### src/rtl/divider_seq16_pkg.sv
// Shared constants, FSM state encoding and helpers for the 16-bit sequential divider.
package divider_seq16_pkg;

   localparam int DIV_WIDTH  = 16;
   localparam int ITER_COUNT = 16;

   localparam logic [DIV_WIDTH-1:0] DIV_ZERO_QUOT = 16'hFFFF;

   typedef enum logic [1:0] {
      ST_IDLE = 2'd0,
      ST_RUN  = 2'd1,
      ST_DONE = 2'd2
   } state_e;

   function automatic logic [DIV_WIDTH-1:0] negate(input logic [DIV_WIDTH-1:0] v);
      return ~v + 16'd1;
   endfunction

endpackage

### src/rtl/divider_seq16_addsub17.sv
// 17-bit adder/subtractor used for the trial subtract; cout is borrow-not when sub=1.
module addsub17
   import divider_seq16_pkg::*;
(
   input  logic [DIV_WIDTH:0] a,
   input  logic [DIV_WIDTH:0] b,
   input  logic               sub,
   output logic [DIV_WIDTH:0] sum,
   output logic               cout
);

   logic [DIV_WIDTH+1:0] total;

   assign total = {1'b0, a} + {1'b0, b ^ {(DIV_WIDTH+1){sub}}} + {{(DIV_WIDTH+1){1'b0}}, sub};
   assign sum   = total[DIV_WIDTH:0];
   assign cout  = total[DIV_WIDTH+1];

endmodule

### src/rtl/divider_seq16.sv
// Sequential restoring divider, 16 bits, one quotient bit per cycle.
// Optional signed (truncating) mode enabled by defining DIVIDER_SIGNED_EN.
module divider_seq16
   import divider_seq16_pkg::*;
(
   input  logic                 clk,
   input  logic                 rst,
   input  logic                 start,
   input  logic [DIV_WIDTH-1:0] dividend,
   input  logic [DIV_WIDTH-1:0] divisor,
`ifdef DIVIDER_SIGNED_EN
   input  logic                 signed_op,
`endif
   output logic [DIV_WIDTH-1:0] quotient,
   output logic [DIV_WIDTH-1:0] remainder,
   output logic                 busy,
   output logic                 done,
   output logic                 div_by_zero,
   output logic                 overflow
);

   state_e               state_q, state_d;
   logic [4:0]           cnt_q, cnt_d;
   logic [DIV_WIDTH-1:0] a_q, a_d;         // dividend shifting out, quotient shifting in
   logic [DIV_WIDTH-1:0] p_q, p_d;         // partial remainder
   logic [DIV_WIDTH-1:0] d_q, d_d;
   logic [DIV_WIDTH-1:0] quot_q, quot_d;
   logic [DIV_WIDTH-1:0] rem_q, rem_d;
   logic                 done_q, done_d;
   logic                 dz_q, dz_d;
   logic                 dz_out_q, dz_out_d;

   logic [DIV_WIDTH-1:0] mag_a, mag_b;
   logic [DIV_WIDTH:0]   trial_a, diff;
   logic                 no_borrow;

`ifdef DIVIDER_SIGNED_EN
   logic neg_a, neg_b, ovf_hit;
   logic qneg_q, qneg_d;
   logic rneg_q, rneg_d;
   logic ovf_q, ovf_d;
   logic ovf_out_q, ovf_out_d;

   assign neg_a   = signed_op & dividend[DIV_WIDTH-1];
   assign neg_b   = signed_op & divisor[DIV_WIDTH-1];
   assign mag_a   = neg_a ? negate(dividend) : dividend;
   assign mag_b   = neg_b ? negate(divisor) : divisor;
   assign ovf_hit = neg_a & neg_b & (dividend == 16'h8000) & (divisor == 16'hFFFF);
`else
   assign mag_a = dividend;
   assign mag_b = divisor;
`endif

   assign trial_a = {p_q, a_q[DIV_WIDTH-1]};

   addsub17 u_trial (
      .a    (trial_a),
      .b    ({1'b0, d_q}),
      .sub  (1'b1),
      .sum  (diff),
      .cout (no_borrow)
   );

   always_comb begin
      state_d  = state_q;
      cnt_d    = cnt_q;
      a_d      = a_q;
      p_d      = p_q;
      d_d      = d_q;
      quot_d   = quot_q;
      rem_d    = rem_q;
      done_d   = 1'b0;
      dz_d     = dz_q;
      dz_out_d = dz_out_q;
`ifdef DIVIDER_SIGNED_EN
      qneg_d    = qneg_q;
      rneg_d    = rneg_q;
      ovf_d     = ovf_q;
      ovf_out_d = ovf_out_q;
`endif
      case (state_q)
         ST_IDLE: begin
            if (start) begin
               cnt_d = 5'd0;
               d_d   = mag_b;
               if (divisor == '0) begin
                  // Zero divisor skips RUN; the result is preloaded so DONE treats it uniformly.
                  state_d = ST_DONE;
                  a_d     = DIV_ZERO_QUOT;
                  p_d     = dividend;
                  dz_d    = 1'b1;
`ifdef DIVIDER_SIGNED_EN
                  qneg_d = 1'b0;
                  rneg_d = 1'b0;
                  ovf_d  = 1'b0;
`endif
               end else begin
                  state_d = ST_RUN;
                  a_d     = mag_a;
                  p_d     = '0;
                  dz_d    = 1'b0;
`ifdef DIVIDER_SIGNED_EN
                  qneg_d = neg_a ^ neg_b;
                  rneg_d = neg_a;
                  ovf_d  = ovf_hit;
`endif
               end
            end
         end
         ST_RUN: begin
            a_d = {a_q[DIV_WIDTH-2:0], no_borrow};
            p_d = no_borrow ? diff[DIV_WIDTH-1:0] : trial_a[DIV_WIDTH-1:0];
            if (cnt_q == 5'(ITER_COUNT - 1)) begin
               state_d = ST_DONE;
               cnt_d   = 5'd0;
            end else begin
               cnt_d = cnt_q + 5'd1;
            end
         end
         ST_DONE: begin
            state_d  = ST_IDLE;
            done_d   = 1'b1;
            dz_out_d = dz_q;
`ifdef DIVIDER_SIGNED_EN
            quot_d    = qneg_q ? negate(a_q) : a_q;
            rem_d     = rneg_q ? negate(p_q) : p_q;
            ovf_out_d = ovf_q;
`else
            quot_d = a_q;
            rem_d  = p_q;
`endif
         end
         default: state_d = ST_IDLE;
      endcase
   end

   always_ff @(posedge clk) begin
      if (rst) begin
         state_q  <= ST_IDLE;
         cnt_q    <= 5'd0;
         a_q      <= '0;
         p_q      <= '0;
         d_q      <= '0;
         quot_q   <= '0;
         rem_q    <= '0;
         done_q   <= 1'b0;
         dz_q     <= 1'b0;
         dz_out_q <= 1'b0;
`ifdef DIVIDER_SIGNED_EN
         qneg_q    <= 1'b0;
         rneg_q    <= 1'b0;
         ovf_q     <= 1'b0;
         ovf_out_q <= 1'b0;
`endif
      end else begin
         state_q  <= state_d;
         cnt_q    <= cnt_d;
         a_q      <= a_d;
         p_q      <= p_d;
         d_q      <= d_d;
         quot_q   <= quot_d;
         rem_q    <= rem_d;
         done_q   <= done_d;
         dz_q     <= dz_d;
         dz_out_q <= dz_out_d;
`ifdef DIVIDER_SIGNED_EN
         qneg_q    <= qneg_d;
         rneg_q    <= rneg_d;
         ovf_q     <= ovf_d;
         ovf_out_q <= ovf_out_d;
`endif
      end
   end

   assign quotient    = quot_q;
   assign remainder   = rem_q;
   assign busy        = (state_q != ST_IDLE);
   assign done        = done_q;
   assign div_by_zero = dz_out_q;
`ifdef DIVIDER_SIGNED_EN
   assign overflow = ovf_out_q;
`else
   assign overflow = 1'b0;
`endif

endmodule
### config.mk
export PLATFORM = sky130hd
export DESIGN_NAME = divider_seq16
export DESIGN_NICKNAME = d
export VERILOG_FILES = /design/src/rtl/divider_seq16_pkg.sv /design/src/rtl/divider_seq16_addsub17.sv /design/src/rtl/divider_seq16.sv
export SDC_FILE = /design/constraint.sdc
export NUM_CORES = 1
export LEC_CHECK = 0
export CELL_PAD_IN_SITES_DETAIL_PLACEMENT = 1
export CELL_PAD_IN_SITES_GLOBAL_PLACEMENT = 2
export CORE_MARGIN = 4
export CORE_UTILIZATION = 40
export DETAILED_ROUTE_END_ITERATION = 8
export DONT_BUFFER_PORTS = 1
export PLACE_DENSITY_LB_ADDON = 0.1
export SYNTH_ARGS = -nofsm -noshare
export SYNTH_HDL_FRONTEND = slang
export SYNTH_HIERARCHICAL = 1
export SYNTH_SLANG_ARGS = --single-unit
### constraint.sdc
create_clock -name clk -period 5.9 [get_ports clk]
set_input_delay 0.295 -clock clk [delete_from_list [all_inputs] [get_ports clk]]
set_output_delay 0.295 -clock clk [all_outputs]
set_load 0.02 [all_outputs]
=== After elaboration in Yosys (flattened, before gate mapping) ===
Index checks and enable logic that the tools add are counted.

* Add/subtract/negate cells: 3
* Equality and inequality tests: 5
* Multiplexer cells: 16
* Bitwise gates (word level): 1
* Reduce and logical (&&, ||, !) cells: 7

{| class="wikitable"
|+ Operator list
! cell !! count
|-
| 16-bit two-way mux || 5
|-
| 16-bit one-hot mux with 2 select lines || 2
|-
| 17-bit by 17-bit adder with 18-bit output || 1
|-
| 18-bit by 1-bit adder with 18-bit output, second input constant || 1
|-
| 16-bit inverter with 17-bit output || 1
|-
| 16-bit zero test || 1
|-
| 5-bit two-way mux || 2
|-
| 5-bit one-hot mux with 2 select lines || 1
|-
| 2-bit two-way mux || 3
|-
| 2-bit AND reduction || 3
|-
| 5-bit by 1-bit adder with 5-bit output, second input constant || 1
|-
| 5-bit by 4-bit equality test with 1-bit output, second input constant || 1
|-
| 2-bit inequality test, second input constant || 2
|-
| 2-bit one-hot mux with 2 select lines || 1
|-
| 2-bit nonzero test || 2
|-
| 2-bit by 1-bit equality test with 1-bit output, second input constant || 1
|-
| 2-bit equality test, second input constant || 1
|-
| 2-bit zero test || 1
|-
| 1-bit two-way mux || 2
|}

* Bits in registers: 90
* Bits of input ports: 35
* Output and inout port bits: 36

=== Longest topological paths before layout ===
* Word-level depth: 5
* Depth in mapped cells: 16
* Mapped depth without buffers: 11

=== By module ===
Netlist, hierarchy kept.

{| class="wikitable"
|+ By module, submodules not included
! module !! instances !! cells each !! area each (sq um)
|-
| divider_seq16 || 1 || 465 || 3808.7
|-
| addsub17 || 1 || 138 || 1064.8
|}

=== Least setup slack after synthesis ===
Ideal clock, no wire load.

* Path type: reg-to-reg
* Start point: reg d_q[1]
* End point: reg p_q[0]
* Setup time: 0.120 ns
* Arrival time: 2.707 ns
* Data required time: 5.780 ns
* Slack: 3.073 ns
* Stages on the path, launching flop included: 14
* Clock period less this slack: 2.827 ns
* Path through: dfxtp_1 -> xor2_1 -> ha_1 -> and4_1 -> a211o_1 -> o2111ai_2 -> a21oi_1 -> or3_1 -> buf_2 -> buf_2 -> mux2i_1 -> nor2_1 -> o21bai_1 -> a21oi_1

* Cells in the longest elaborated chain, start to end: 5

{| class="wikitable"
|+ Ends and longest elaborated chain
! element !! line !! text
|-
| start, declared || divider_seq16.sv:26 || <nowiki>logic [DIV_WIDTH-1:0] d_q, d_d;</nowiki>
|-
| start signal, assigned || divider_seq16.sv:143 || <nowiki>d_q <= '0;</nowiki>
|-
| start signal, assigned || divider_seq16.sv:160 || <nowiki>d_q <= d_d;</nowiki>
|-
| 16-bit inverter with 17-bit output (no line) || - ||
|-
| 17-bit by 17-bit adder with 18-bit output || divider_seq16_addsub17.sv:14 || <nowiki>assign total = {1'b0, a} + {1'b0, b ^ {(DIV_WIDTH+1){sub}}} + {{(DIV_WIDTH+1){1'b0}}, sub};</nowiki>
|-
| 18-bit by 1-bit adder with 18-bit output || divider_seq16_addsub17.sv:14 ||
|-
| net no_borrow || divider_seq16.sv:35 || <nowiki>logic no_borrow;</nowiki>
|-
| 16-bit two-way mux || divider_seq16.sv:112 || <nowiki>p_d = no_borrow ? diff[DIV_WIDTH-1:0] : trial_a[DIV_WIDTH-1:0];</nowiki>
|-
| 16-bit one-hot mux with 2 select lines || divider_seq16.sv:81 || <nowiki>case (state_q)</nowiki>
|-
| end signal, assigned || divider_seq16.sv:159 || <nowiki>p_q <= p_d;</nowiki>
|-
| end, declared || divider_seq16.sv:25 || <nowiki>logic [DIV_WIDTH-1:0] p_q, p_d;</nowiki>
|}

The timed path passes the listed nets, and every way through them passes these cells.
A chain may end at the register's enable or synchronous reset.

=== Final worst setup path ===
* Start point: reg d_q[1]
* End point: reg p_q[12]

The elaborated chain is that of the path after synthesis.

==> metrics.cfg <==
[run_status]
status=completed

[worst_setup_path]
cp_max_fo=17
reg2reg_setup_slack_ns=2.56
cp-start-kind=flop
r2r_cells=11
critical_path_arrival_ns=3.58
criticalPathCategory=reg2reg
required_ns=6.14
end_kind=flop
reg2reg_from=d_q[1]$_SDFFE_PP0P_
worstReg2RegEnd=p_q[12]$_SDFFE_PP0P_

[timing]
rsz0062_at_grt=false
fmax_mhz=299
fin_worst_skew_ns=0.0105
setup_tns_ns=0
finalSetupViolations=0
report.final.slew_viol_count=0
fin_crit_ns=3.34
post-route-period-util_pct=56.6
relSlewSlack_pct=38.3
hold_violations=0
tightest_slew_ns=0.926

[cts]
cts_root_buf=clkbuf_16
clk-insertion-delay-late_ns=0.36
cts_max_level=3
cts_sinks=90
cts_buffer_depth=2
cts_buffers=9
post-cts-setup-buffers=0
ctsResizeCount=0
cts_tree=built
path_clk_slew_ns=0.07

[global_route]
grt_start_max_net_pins=56
grt-ovfl-total=0
grt_first_pass_wirelength_mm=22.6
grt_usage_pct=20.3
antenna_found_initial=0
grt_pass1_vias=4071

[floorplanning]
die_h_um=118
rows=39
io_pins=71
die_w_um=118
die_area_um2=13900
core_region_area_um2=11600
initial_utilization_pct=41.4

[cells_and_area]
fillers=1407
layout.area.seq_um2=1800
final_area_um2=5130
multi_input_area_um2=2720
final_nets=621
antennaDiodeCount=0
syn_to_final_growth_pct=6.68
drive_gt1_share_pct=7.68
fin_util_pct=44.2

[power]
power.density_nw_per_um2=297
irDropWorstVdd_mv=0.192
leakagePower_nw=2.00

[min_path]
min_from=rst
min_to=remainder[3]$_SDFFE_PP0P_
min_path_type=in2reg
hold_path_depth=1

[place]
port_buffers=0
gp_congestion=0.871
placed_area_um2=4800
dp.final_hpwl_mm=9.93

[routing]
drtAntennaViolNets=0
drt-vias-per-instance=5.64
drc_errors=0
finalWirelength_mm=13.8
via_count=4040
wire_per_inst_um=19.3
drt_iter0_drc=159
dr.pass1.iters=4

[synth]
postSynthAreaPerCell_um2=8.09
synth_warnings=6
syn_inst=595
syn_area_um2=4810

[run]
max_cap_viol_count=0

where the power goes:
part	leakage [nW]	switching (mW)	internal [mW]
Combinational	1.12	0.166	0.115
Sequential	0.735	0.0303	0.635
Clock	0.142	0.270	0.306
how the worst max path moves through the flow:
| stage | from | endpoint | slack [ns] | cells past startpoint |
|---|---|---|---|---|
| after floorplan | d_q[1]$_SDFFE_PP0P_ | p_q[0]$_SDFFE_PP0P_ | 3.07 | 13 |
| after global placement | d_q[1]$_SDFFE_PP0P_ | p_q[13]$_SDFFE_PP0P_ | 2.68 | 11 |
| after detailed placement | d_q[1]$_SDFFE_PP0P_ | p_q[12]$_SDFFE_PP0P_ | 2.59 | 11 |
| after CTS | d_q[1]$_SDFFE_PP0P_ | p_q[12]$_SDFFE_PP0P_ | 2.59 | 11 |
| after global routing | d_q[1]$_SDFFE_PP0P_ | p_q[13]$_SDFFE_PP0P_ | 2.38 | 11 |
| final | d_q[1]$_SDFFE_PP0P_ | p_q[12]$_SDFFE_PP0P_ | 2.56 | 11 |
worst max-delay path, cell delays in order (launching register included):
cell and delay [ns]:
dfxtp_1 0.32, xor2_1 0.24, ha_1 0.30, and4_1 0.22
a211o_1 0.36, o2111ai_2 0.28, a21oi_1 0.11, or3_1 0.74
mux2i_1 0.33, nor2_1 0.06, o21bai_1 0.16, a21oi_1 0.09
layout make-up:
cell class                 count  area share, %
multi-input combinational    440           52.9
sequential                    90           35.1
clock buffer                  10           4.65
tap                          143           3.48
inverter                      20           1.46
timing repair buffer           7           1.36
clock inverter                 6           1.05
per-stage QoR:
| step | worst slack (ns) | power (mW) | hold slack, ns | instances |
|---|---|---|---|---|
| CTS | 2.59 | 1.54 | 0.000675 | 715 |
| detailed placement | 2.59 | 0.953 | 0.374 | 697 |
| floorplan | 3.07 | 0.898 | 0.431 | 596 |
| finish | 2.56 | 1.52 | 0.0256 | 716 |
| global placement | 2.68 | 0.948 | 0.372 | 697 |
| global route | 2.38 | 1.62 | 0.00101 | 716 |
layout by cell type, fill, tap and decap left out, drive strengths merged, types with 2 or more instances in the layout:
cell type      n
nand2        110
dfxtp         90
a21oi         81
nor2          45
inv           24
xor2          22
nand4         18
o22ai         18
mux2i         17
ha            17
o21bai        16
a211oi        16
clkbuf        10
nand3          7
and3           6
xnor2          6
buf            5
nand2b         4
a21o           4
nor4           4
o21ai          4
nor3           3
conb           3
nor2b          3
mux2           3
and2           2
o21a           2
a22oi          2
nand3b         2
nor3b          2
dlygate4sd3    2
and4           2
a211o          2
a311oi         2
or2            2
o2111ai        2
routing by layer:
metal / track usage [%] / vias up / share of wire (%)
li1: - / 2013 / -
met1: 26.8 / 1946 / 46
met2: 32.3 / 70 / 48
met3: 6.54 / 11 / 5.2
met4: 4.62 / 0 / 0.96
met5: 0 / - / 0
sequential cells by signal, indices dropped and copies added (netlist names):
name,count
cnt_q,5
d_q,16
a_q,16
dz_q,1
p_q,16
div_by_zero,1
state_q,2
quotient,16
done,1
remainder,16
what timing repair did:
action                     4_1_cts  5_1_grt
hold endpoints to repair        36        1
setup endpoints to repair        0        0
hold buffers                     2        1
Note: power is estimated with default switching activity, not from simulation.
